--- src/rtl/async_fsmc_master.sv ---
// -----------------------------------------------------------------------------
// async_fsmc_master
//
// Single-clock master for an FSMC-style multiplexed address/data SRAM bus.
// Each accepted command runs IDLE -> ADDR (ADDSET cycles) -> DATA (DATAST
// cycles) -> HOLD (1 cycle) -> TURN (BUSTURN cycles, skipped when 0) -> IDLE.
// Every output is a flop, so the bus pins never see a combinational path
// from any input.
//
// Handshake: a command transfers on a rising aclk edge where cmd_valid and
// cmd_ready are both high; cmd_ready is high only while idle, and all command
// fields are sampled on that same edge. cmd_valid is ignored otherwise.
//
// Ports
//   aclk, areset          clock, asynchronous active-high reset
//   cmd_valid/cmd_ready   command handshake
//   cmd_write             1 = write, 0 = read
//   cmd_addr, cmd_wdata   word address and write data
//   cmd_be                byte enables, active-high (bit1 = [15:8])
//   done                  one-cycle pulse in HOLD
//   rd_data               read data, updated when a read completes
//   fsmc_nex/nwe/noe      chip select / write strobe / output enable (low)
//   fsmc_nbl              byte lanes, active-low
//   fsmc_da_i/o/t         multiplexed bus in / out / tristate (1 = input)
//   state_dbg             current FSM state, for observation
// -----------------------------------------------------------------------------
module async_fsmc_master #(
    parameter int ADDSET    = 2,
    parameter int DATAST    = 3,
    parameter int BUSTURN   = 1,
    parameter int SIM_DELAY = 0
) (
    input  logic        aclk,
    input  logic        areset,
    input  logic        cmd_valid,
    output logic        cmd_ready,
    input  logic        cmd_write,
    input  logic [15:0] cmd_addr,
    input  logic [15:0] cmd_wdata,
    input  logic [1:0]  cmd_be,
    output logic        done,
    output logic [15:0] rd_data,
    output logic        fsmc_nex,
    output logic        fsmc_nwe,
    output logic        fsmc_noe,
    output logic [1:0]  fsmc_nbl,
    input  logic [15:0] fsmc_da_i,
    output logic [15:0] fsmc_da_o,
    output logic [15:0] fsmc_da_t,
    output logic [2:0]  state_dbg
);

    localparam logic [2:0] S_IDLE = 3'd0;
    localparam logic [2:0] S_ADDR = 3'd1;
    localparam logic [2:0] S_DATA = 3'd2;
    localparam logic [2:0] S_HOLD = 3'd3;
    localparam logic [2:0] S_TURN = 3'd4;

    // Reload values: the counter runs length-1 down to 0 in each state.
    localparam logic [7:0] ADDR_LD = 8'(ADDSET - 1);
    localparam logic [7:0] DATA_LD = 8'(DATAST - 1);
    localparam logic [7:0] TURN_LD = 8'(BUSTURN - 1);

    // Registers always update with zero delay; SIM_DELAY only takes part in
    // the elaboration-time range check so existing instantiations still bind.
    if (ADDSET < 1 || ADDSET > 15 || DATAST < 1 || DATAST > 255 ||
        BUSTURN < 0 || BUSTURN > 15 || SIM_DELAY < 0) begin : g_param_check
        $error("async_fsmc_master: parameter out of legal range");
    end

    logic [2:0]  state, state_nxt;
    logic [7:0]  cnt, cnt_nxt;
    logic        wr_q;
    logic [15:0] wdata_q;
    logic        handshake;

    assign handshake = cmd_valid && cmd_ready;
    assign state_dbg = state;

    always_comb begin
        state_nxt = state;
        cnt_nxt   = cnt;
        case (state)
            S_IDLE: begin
                if (handshake) begin
                    state_nxt = S_ADDR;
                    cnt_nxt   = ADDR_LD;
                end
            end
            S_ADDR: begin
                if (cnt == 8'd0) begin
                    state_nxt = S_DATA;
                    cnt_nxt   = DATA_LD;
                end else begin
                    cnt_nxt = cnt - 8'd1;
                end
            end
            S_DATA: begin
                if (cnt == 8'd0) begin
                    state_nxt = S_HOLD;
                    cnt_nxt   = 8'd0;
                end else begin
                    cnt_nxt = cnt - 8'd1;
                end
            end
            S_HOLD: begin
                if (BUSTURN == 0) begin
                    state_nxt = S_IDLE;
                    cnt_nxt   = 8'd0;
                end else begin
                    state_nxt = S_TURN;
                    cnt_nxt   = TURN_LD;
                end
            end
            S_TURN: begin
                if (cnt == 8'd0) begin
                    state_nxt = S_IDLE;
                    cnt_nxt   = 8'd0;
                end else begin
                    cnt_nxt = cnt - 8'd1;
                end
            end
            default: begin
                state_nxt = S_IDLE;
                cnt_nxt   = 8'd0;
            end
        endcase
    end

    // Outputs are registered from the next state, so pin values line up
    // exactly with the state the FSM occupies during each cycle.
    always_ff @(posedge aclk or posedge areset) begin
        if (areset) begin
            state     <= S_IDLE;
            cnt       <= 8'd0;
            wr_q      <= 1'b0;
            wdata_q   <= 16'h0000;
            cmd_ready <= 1'b0;
            done      <= 1'b0;
            rd_data   <= 16'h0000;
            fsmc_nex  <= 1'b1;
            fsmc_nwe  <= 1'b1;
            fsmc_noe  <= 1'b1;
            fsmc_nbl  <= 2'b11;
            fsmc_da_o <= 16'h0000;
            fsmc_da_t <= 16'hFFFF;
        end else begin
            state     <= state_nxt;
            cnt       <= cnt_nxt;
            cmd_ready <= (state_nxt == S_IDLE);
            done      <= (state_nxt == S_HOLD);

            if (handshake) begin
                wr_q      <= cmd_write;
                wdata_q   <= cmd_wdata;
                fsmc_nbl  <= ~cmd_be;
                fsmc_da_o <= cmd_addr;
            end else if (state_nxt == S_TURN || state_nxt == S_IDLE) begin
                fsmc_nbl <= 2'b11;
            end

            // Read data is taken on the edge that leaves the last DATA cycle.
            if (state == S_DATA && state_nxt == S_HOLD && !wr_q) begin
                rd_data <= fsmc_da_i;
            end

            case (state_nxt)
                S_ADDR: begin
                    fsmc_nex  <= 1'b0;
                    fsmc_nwe  <= 1'b1;
                    fsmc_noe  <= 1'b1;
                    fsmc_da_t <= 16'h0000;
                end
                S_DATA: begin
                    fsmc_nex  <= 1'b0;
                    fsmc_nwe  <= ~wr_q;
                    fsmc_noe  <= wr_q;
                    fsmc_da_t <= wr_q ? 16'h0000 : 16'hFFFF;
                    if (wr_q) begin
                        fsmc_da_o <= wdata_q;
                    end
                end
                S_HOLD: begin
                    // Bus direction and data are left as in DATA.
                    fsmc_nex <= 1'b0;
                    fsmc_nwe <= 1'b1;
                    fsmc_noe <= 1'b1;
                end
                default: begin
                    fsmc_nex  <= 1'b1;
                    fsmc_nwe  <= 1'b1;
                    fsmc_noe  <= 1'b1;
                    fsmc_da_t <= 16'hFFFF;
                end
            endcase
        end
    end

endmodule

--- config.mk ---
export PLATFORM = sky130hd
export DESIGN_NAME = async_fsmc_master
export DESIGN_NICKNAME = d
export VERILOG_FILES = /design/src/rtl/async_fsmc_master.sv
export SDC_FILE = /design/constraint.sdc
export NUM_CORES = 1
export LEC_CHECK = 0
export CORE_AREA = 2 2 76 151
export CTS_BUF_LIST = sky130_fd_sc_hd__clkbuf_16
export DETAILED_ROUTE_END_ITERATION = 7
export DIE_AREA = 0 0 78 153
export GPL_TIMING_DRIVEN = 0
export PLACE_DENSITY = 0.59
export SYNTH_ARGS = -nofsm -noshare
export SYNTH_HDL_FRONTEND = slang
export SYNTH_SLANG_ARGS = --single-unit
--- constraint.sdc ---
create_clock -name aclk -period 2.5 [get_ports aclk]
set_input_delay 0.375 -clock aclk [delete_from_list [all_inputs] [get_ports aclk]]
set_output_delay 0.375 -clock aclk [all_outputs]
set_load 0.005 [all_outputs]
==> flow_summary.toml, run 1 <==
[outcome]
status = "finished clean"

[place]
place_congestion = 0.798
placement.setup.worst_slack_ns = -0.262
place_area_mm2 = 0.00445
post-place-cells = 555
hpwl_um = 6050
placement.io_buffers = 111

[sta]
finalCriticalPeriod_ns = 2.41
finalSetupViolations = 0
clock_skew_ns = 0.00386
finalHoldViolCount = 0
maxSlewHeadroom = 0.138
period_share = 0.962
rsz_0062_raised_after_global_routing = "no"
timing.final.max_slew_violations = 0
tns_ns = 0
clock.fmax_mhz = 416
final.setup.worst_slack_ns = 0.0943
timing_worst_slew_pin_value_ns = 1.26

[critical_path]
setup.worst_path.start = "state_dbg[0]"
timing.critical_path.fanout_max = 10
reg2reg_from = "state_dbg[0]"
worst-setup-path-type = "flop to flop"
worst-endpoint-arrival_ns = 2.60
worstSetupEndpointType = "flop"
cp_data_required_time_ns = 2.70
critPathLaunchType = "flop"

[global_route]
grt_max_degree = 69
antenna_found_initial = 0
grt_pass1_vias = 2698
overflow = 0
grt_pass1_wl_um = 13400
globalRouteTotalUtil = 0.147

[job]
maxCapViolCount = 0

[logic_synthesis]
yosysWarningCount = 0
yosysTopAreaCell = "sky130_fd_sc_hd__dfrtp_1"
main_flop_type_after_synthesis = "sky130_fd_sc_hd__dfrtp_1"
avgSynthCellArea_um2 = 10.4
ys_top_cells_by_area = "sky130_fd_sc_hd__dfrtp_1 49%, sky130_fd_sc_hd__nand2_1 12%, sky130_fd_sc_hd__mux2_2 7.9%"
netlist.area_leader.share = 0.492
synth-edff-count = 0
netlist_area_mm2 = 0.00316
yosysSeqAreaShare = 0.542
async_reset_ff_frac = 1.00
mappedNetlistNets = 359
synth.ff_latch_count = 68
number_of_unique_standard_cell_types_used_by_synthesis = 40
postSynthCellCount = 304

[finish]
stdcell_area_mm2 = 0.00482
syn2layout_area_growth_pct = 52.6
layout-drive-gt1-share = 0.197
antenna-diode-count = 0
final_cell_mix = "111 x sky130_fd_sc_hd__clkdlybuf4s50_1, 105 x sky130_fd_sc_hd__nand2_1, 62 x sky130_fd_sc_hd__dfrtp_1, 23 x sky130_fd_sc_hd__buf_4, 22 x sky130_fd_sc_hd__mux2_2"
layout.nets = 487
layoutNonFillerInstCount = 577
layout_commonest_cell = "sky130_fd_sc_hd__clkdlybuf4s50_1"

[power]
total_power_mw = 6.09
cell_internal_pwr_mw = 4.19
sequentialPowerShare = 0.325
p_switching_mw = 1.90
power.share.switching = 0.312
power_density_mw_per_mm2 = 1270
total_leakage_power_nw = 2.21
power.combinational.fraction = 0.454
irDropWorstVdd_mv = 0.486
power.clock.fraction = 0.221

[cts]
clkSinkCount = 68
cts_max_level = 3
tritoncts = "built"
clk_latency_ns = 0.34
cts-buffers-inserted = 9
root_buffer = "sky130_fd_sc_hd__clkbuf_16"
clkTransAtPathRegs_ns = 0.06
cts-root-to-sink-buffers = 2

[route]
drt-initial-drc-count = 101
first_pass_iters = 4
drc = 0
antenna_violating_nets_post_route = 0
num_vias = 2560
drt_wl_total_um = 8250
routedWlPerCell_um = 14.3
viasPerCell = 4.44

[floorplan]
fp.dieH_um = 153
initial_utilization = 0.292
dieArea_mm2 = 0.0119
rows = 54
io-pin-count = 112
coreArea_mm2 = 0.0108
floorplan.die.width_um = 78

[worst_hold_path]
hold_path_class = "flop to flop"
worst_hold_startpoint = "wdata_q[11]"
synthesized netlist by cell type (2+ instances only):
| cell type | instances |
|---|---|
| sky130_fd_sc_hd__nand2_1 | 105 |
| sky130_fd_sc_hd__dfrtp_1 | 62 |
| sky130_fd_sc_hd__mux2_2 | 22 |
| sky130_fd_sc_hd__buf_4 | 16 |
| sky130_fd_sc_hd__nor2_1 | 11 |
| sky130_fd_sc_hd__mux2_4 | 10 |
| sky130_fd_sc_hd__clkbuf_1 | 8 |
| sky130_fd_sc_hd__dfstp_2 | 6 |
| sky130_fd_sc_hd__a21oi_1 | 5 |
| sky130_fd_sc_hd__inv_1 | 5 |
| sky130_fd_sc_hd__nor3_1 | 5 |
| sky130_fd_sc_hd__o21ai_0 | 5 |
| sky130_fd_sc_hd__xor2_1 | 4 |
| sky130_fd_sc_hd__mux2i_1 | 3 |
| sky130_fd_sc_hd__nand2b_1 | 3 |
| sky130_fd_sc_hd__nand3_1 | 3 |
| sky130_fd_sc_hd__xnor2_1 | 3 |
| sky130_fd_sc_hd__and2_1 | 2 |
| sky130_fd_sc_hd__buf_1 | 2 |
| sky130_fd_sc_hd__buf_6 | 2 |
| sky130_fd_sc_hd__nor3b_1 | 2 |
| sky130_fd_sc_hd__or3b_2 | 2 |
cell families (layout without fill, tap and decap cells):
kind of cell	after synthesis	after routing	synth area share
and+or+nand+nor	139	139	0.187
buffers and inverters	34	167	0.0694
adders and majority gates	1	1	0.00396
muxes	35	35	0.136
DFF	68	68	0.542
xor gates and xnor gates	7	7	0.0194
AOI/OAI and AO/OA	20	20	0.0428
cell type report:
type	count	area (µm²)
fillers	1060	5990
flip-flops and latches	68	1710
multi-input cells	202	1240
repair buffers	118	1160
clock buffers	9	225
plain buffers	28	189
well taps	140	175
clock inverters	7	91.3
inverters	5	21.3
per-stage QoR:
stage / utilization / hold WS (ns)
2_1_floorplan: - / 0.427
5_1_grt: 0.445 / 0.489
3_5_place_dp: 0.411 / 0.459
3_3_place_gp: 0.411 / 0.456
6_report: 0.445 / 0.468
4_1_cts: 0.443 / 0.474
sequential cells by signal, indices dropped and copies added (netlist names), 2 cells and up:
register / flops
fsmc_da_o: 16
fsmc_nbl: 2
state_dbg: 3
cnt: 8
wdata_q: 16
rd_data: 16
power groups by stage:
stage          clock (mW)  combinational (mW)  sequential (mW)
2_1_floorplan           0                1.41             1.96
3_3_place_gp            0                2.68             1.97
3_5_place_dp            0                2.73             2.01
4_1_cts              1.39                2.80             1.99
5_1_grt              1.44                3.02             2.05
6_report             1.35                2.77             1.98
repair_timing:
item                       in CTS  in global routing
pin swaps                       1                  1
gates resized for setup         2                  0
setup endpoints to repair      24                 10
hold buffers                    0                  0
buffers inserted                4                  3
per-layer routing:
layer / share of wire / vias to the layer above / GRT usage
li1: - / 1237 / -
met1: 0.38 / 1215 / 0.150
met2: 0.53 / 83 / 0.259
met3: 0.052 / 25 / 0.0378
met4: 0.038 / 0 / 0.0919
met5: 0 / - / 0
critical path, stage by stage (launching register included):
cell and delay, ns:
sky130_fd_sc_hd__dfrtp_1 0.42, sky130_fd_sc_hd__clkbuf_1 0.24, sky130_fd_sc_hd__a2111oi_0 1.09, sky130_fd_sc_hd__or4b_2 0.30
sky130_fd_sc_hd__xor2_1 0.16, sky130_fd_sc_hd__nor2_1 0.06
final timing paths:
path,endpoint,slack (ns),cells past startpoint
min in group asynchronous,rd_data[2],0.57,2
max reg2reg,cnt[6],0.09,5
max in group asynchronous,cnt[2],1.37,2
min,wdata_q[11],0.47,2
min reg2reg,wdata_q[11],0.47,2
max,cnt[6],0.09,5
Note: power is estimated with default switching activity, not from simulation.
==> inputs of run 2 (changes only) <==
--- a/config.mk
+++ b/config.mk
@@ -5,12 +5,13 @@
 export SDC_FILE = /design/constraint.sdc
 export NUM_CORES = 1
 export LEC_CHECK = 0
-export CORE_AREA = 2 2 76 151
+export CORE_AREA = 5 5 79 154
 export CTS_BUF_LIST = sky130_fd_sc_hd__clkbuf_16
 export DETAILED_ROUTE_END_ITERATION = 7
-export DIE_AREA = 0 0 78 153
+export DIE_AREA = 0 0 84 159
 export GPL_TIMING_DRIVEN = 0
 export PLACE_DENSITY = 0.59
+export SLEW_MARGIN = 30
 export SYNTH_ARGS = -nofsm -noshare
 export SYNTH_HDL_FRONTEND = slang
 export SYNTH_SLANG_ARGS = --single-unit
==> run 2 against run 1 <==
Effect of this change: global-route usage shrank 1.2 points; via count shrank 1.2%; combinational power grew 3%; sequential power is essentially flat; cell area grew 1.1%; critical path depth grew 2; die area grew 12%; routed wire length grew 6.0%; final cell count grew 0.17%; count of clock-buffer cells in the layout is the same; clock skew grew 0.0021 ns; worst hold slack lost 0.11 ns; critical endpoint is now rd_data[7].
==> flow_summary.toml, run 2 (synthesized netlist as in run 1, its figures left out) <==
[cts]
clkSinkCount = 68
tritoncts = "built"
cts_max_level = 3
root_buffer = "sky130_fd_sc_hd__clkbuf_16"
cts-buffers-inserted = 9
clkTransAtPathRegs_ns = 0.06
cts-root-to-sink-buffers = 2
clk_latency_ns = 0.33

[critical_path]
cp_data_required_time_ns = 2.71
worst-setup-path-type = "flop to flop"
worst_path_max_delay_cell = "sky130_fd_sc_hd__or4_4"
timing.critical_path.mode_cell = "sky130_fd_sc_hd__buf_6"
cp_cell_sequence = "or4_4 -> or2_1 -> buf_6 -> or3_4 -> buf_6 -> buf_12 -> mux2_4"
timing.critical_path.fanout_max = 10
critPathLaunchType = "flop"
max_stage_delay_ns = 0.58
worstSetupEndpointType = "flop"
worst-endpoint-arrival_ns = 2.65

[floorplan]
coreArea_mm2 = 0.0108
initial_utilization = 0.292
dieArea_mm2 = 0.0134
fp.dieH_um = 159
floorplan.die.width_um = 84
io-pin-count = 112
rows = 54

[finish]
layout.nets = 488
antenna-diode-count = 0
syn2layout_area_growth_pct = 54.4
stdcell_area_mm2 = 0.00487
layout_commonest_cell = "sky130_fd_sc_hd__clkdlybuf4s50_1"
layoutNonFillerInstCount = 578
layout-drive-gt1-share = 0.208
final_cell_mix = "111 x sky130_fd_sc_hd__clkdlybuf4s50_1, 105 x sky130_fd_sc_hd__nand2_1, 62 x sky130_fd_sc_hd__dfrtp_1, 22 x sky130_fd_sc_hd__mux2_2, 22 x sky130_fd_sc_hd__buf_4"
number_of_filler_cells_placed_in_the_layout = 1055
regs_by_ff_count = "fsmc_da_o (16), rd_data (16), wdata_q (16)"

[sta]
timing.final.max_slew_violations = 0
clock_skew_ns = 0.00592
period_share = 0.975
clock.fmax_mhz = 410
finalSetupViolations = 0
finalHoldViolCount = 0
timing_worst_slew_pin_value_ns = 0.608
rsz_0062_raised_after_global_routing = "no"
final.setup.worst_slack_ns = 0.0628
worst_hold_slack_ns = 0.358
maxSlewHeadroom = 0.594
finalCriticalPeriod_ns = 2.44

[outcome]
status = "finished clean"

[place]
hpwl_um = 6650
post-place-cells = 556
placement.io_buffers = 111
placement.setup.worst_slack_ns = -0.246
place_congestion = 0.816
place_area_mm2 = 0.00448

[route]
first_pass_iters = 4
routedWlPerCell_um = 15.1
drt_wl_total_um = 8750
drc = 0
antenna_violating_nets_post_route = 0
viasPerCell = 4.38
drt-initial-drc-count = 98
num_vias = 2530

[global_route]
antenna_found_initial = 0
overflow = 0
grt_pass1_wl_um = 14000
globalRouteTotalUtil = 0.135
grt_max_degree = 49
grt_pass1_vias = 2743

[power]
total_leakage_power_nw = 2.23
power_density_mw_per_mm2 = 1270
irDropWorstVdd_mv = 0.459
total_power_mw = 6.19

[worst_hold_path]
hold_path_class = "input pin to asynchronous set/reset pin"

[job]
maxCapViolCount = 0
## run 2: routing by layer
| metal | wire length, µm | vias up | GRT usage |
|---|---|---|---|
| met1 | 3160 | 1206 | 0.134 |
| met4 | 173 | 0 | 0.0556 |
| met5 | 0 | - | 0 |
| met3 | 428 | 13 | 0.0337 |
| li1 | - | 1231 | - |
| met2 | 4980 | 80 | 0.258 |
## run 2: cell type report
| type | instances | area (µm²) | share of cell area |
|---|---|---|---|
| inverters | 5 | 21.3 | 0.00437 |
| clock inverters | 7 | 98.8 | 0.0203 |
| well taps | 140 | 175 | 0.0360 |
| repair buffers | 118 | 1180 | 0.243 |
| clock buffers | 9 | 225 | 0.0462 |
| flip-flops and latches | 68 | 1710 | 0.351 |
| multi-input cells | 202 | 1260 | 0.258 |
| plain buffers | 29 | 200 | 0.0411 |
## run 2: final timing paths
path	start	endpoint	slack, ns	cells past startpoint
worst max-delay path	cnt[3]	rd_data[7]	0.06	7
worst min-delay path	areset	rd_data[0]	0.36	2
worst max register to register	cnt[3]	rd_data[7]	0.06	7
worst min register to register	wdata_q[1]	wdata_q[1]	0.47	2
max in group asynchronous	areset	fsmc_nwe	1.55	3
min in group aclk	wdata_q[1]	wdata_q[1]	0.47	2
## run 2: repair_timing
item,in CTS,in global routing
gates resized for setup,3,1
setup endpoints to repair,26,9
hold endpoints to repair,0,0
buffers inserted,6,0
pin swaps,1,0
hold buffers,0,0
## run 2: per-stage QoR
step / setup TNS [ns] / utilization
4_1_cts: 0 / 0.449
3_3_place_gp: -56.87 / 0.411
3_5_place_dp: -4.06 / 0.414
6_report: 0 / 0.451
2_1_floorplan: 0 / -
5_1_grt: 0 / 0.451
## run 2: power by group
part	internal, mW	switching, mW
registers	1.64	0.342
logic	1.72	1.12
clock network	0.879	0.494
total	4.24	1.95
## run 2: worst max-delay path: cells and delay by family (launching register included)
family,cells,cell delay (ns)
and+or+nand+nor,3,1.19
buffers and inverters,3,0.42
DFF,1,0.42
muxes,1,0.29
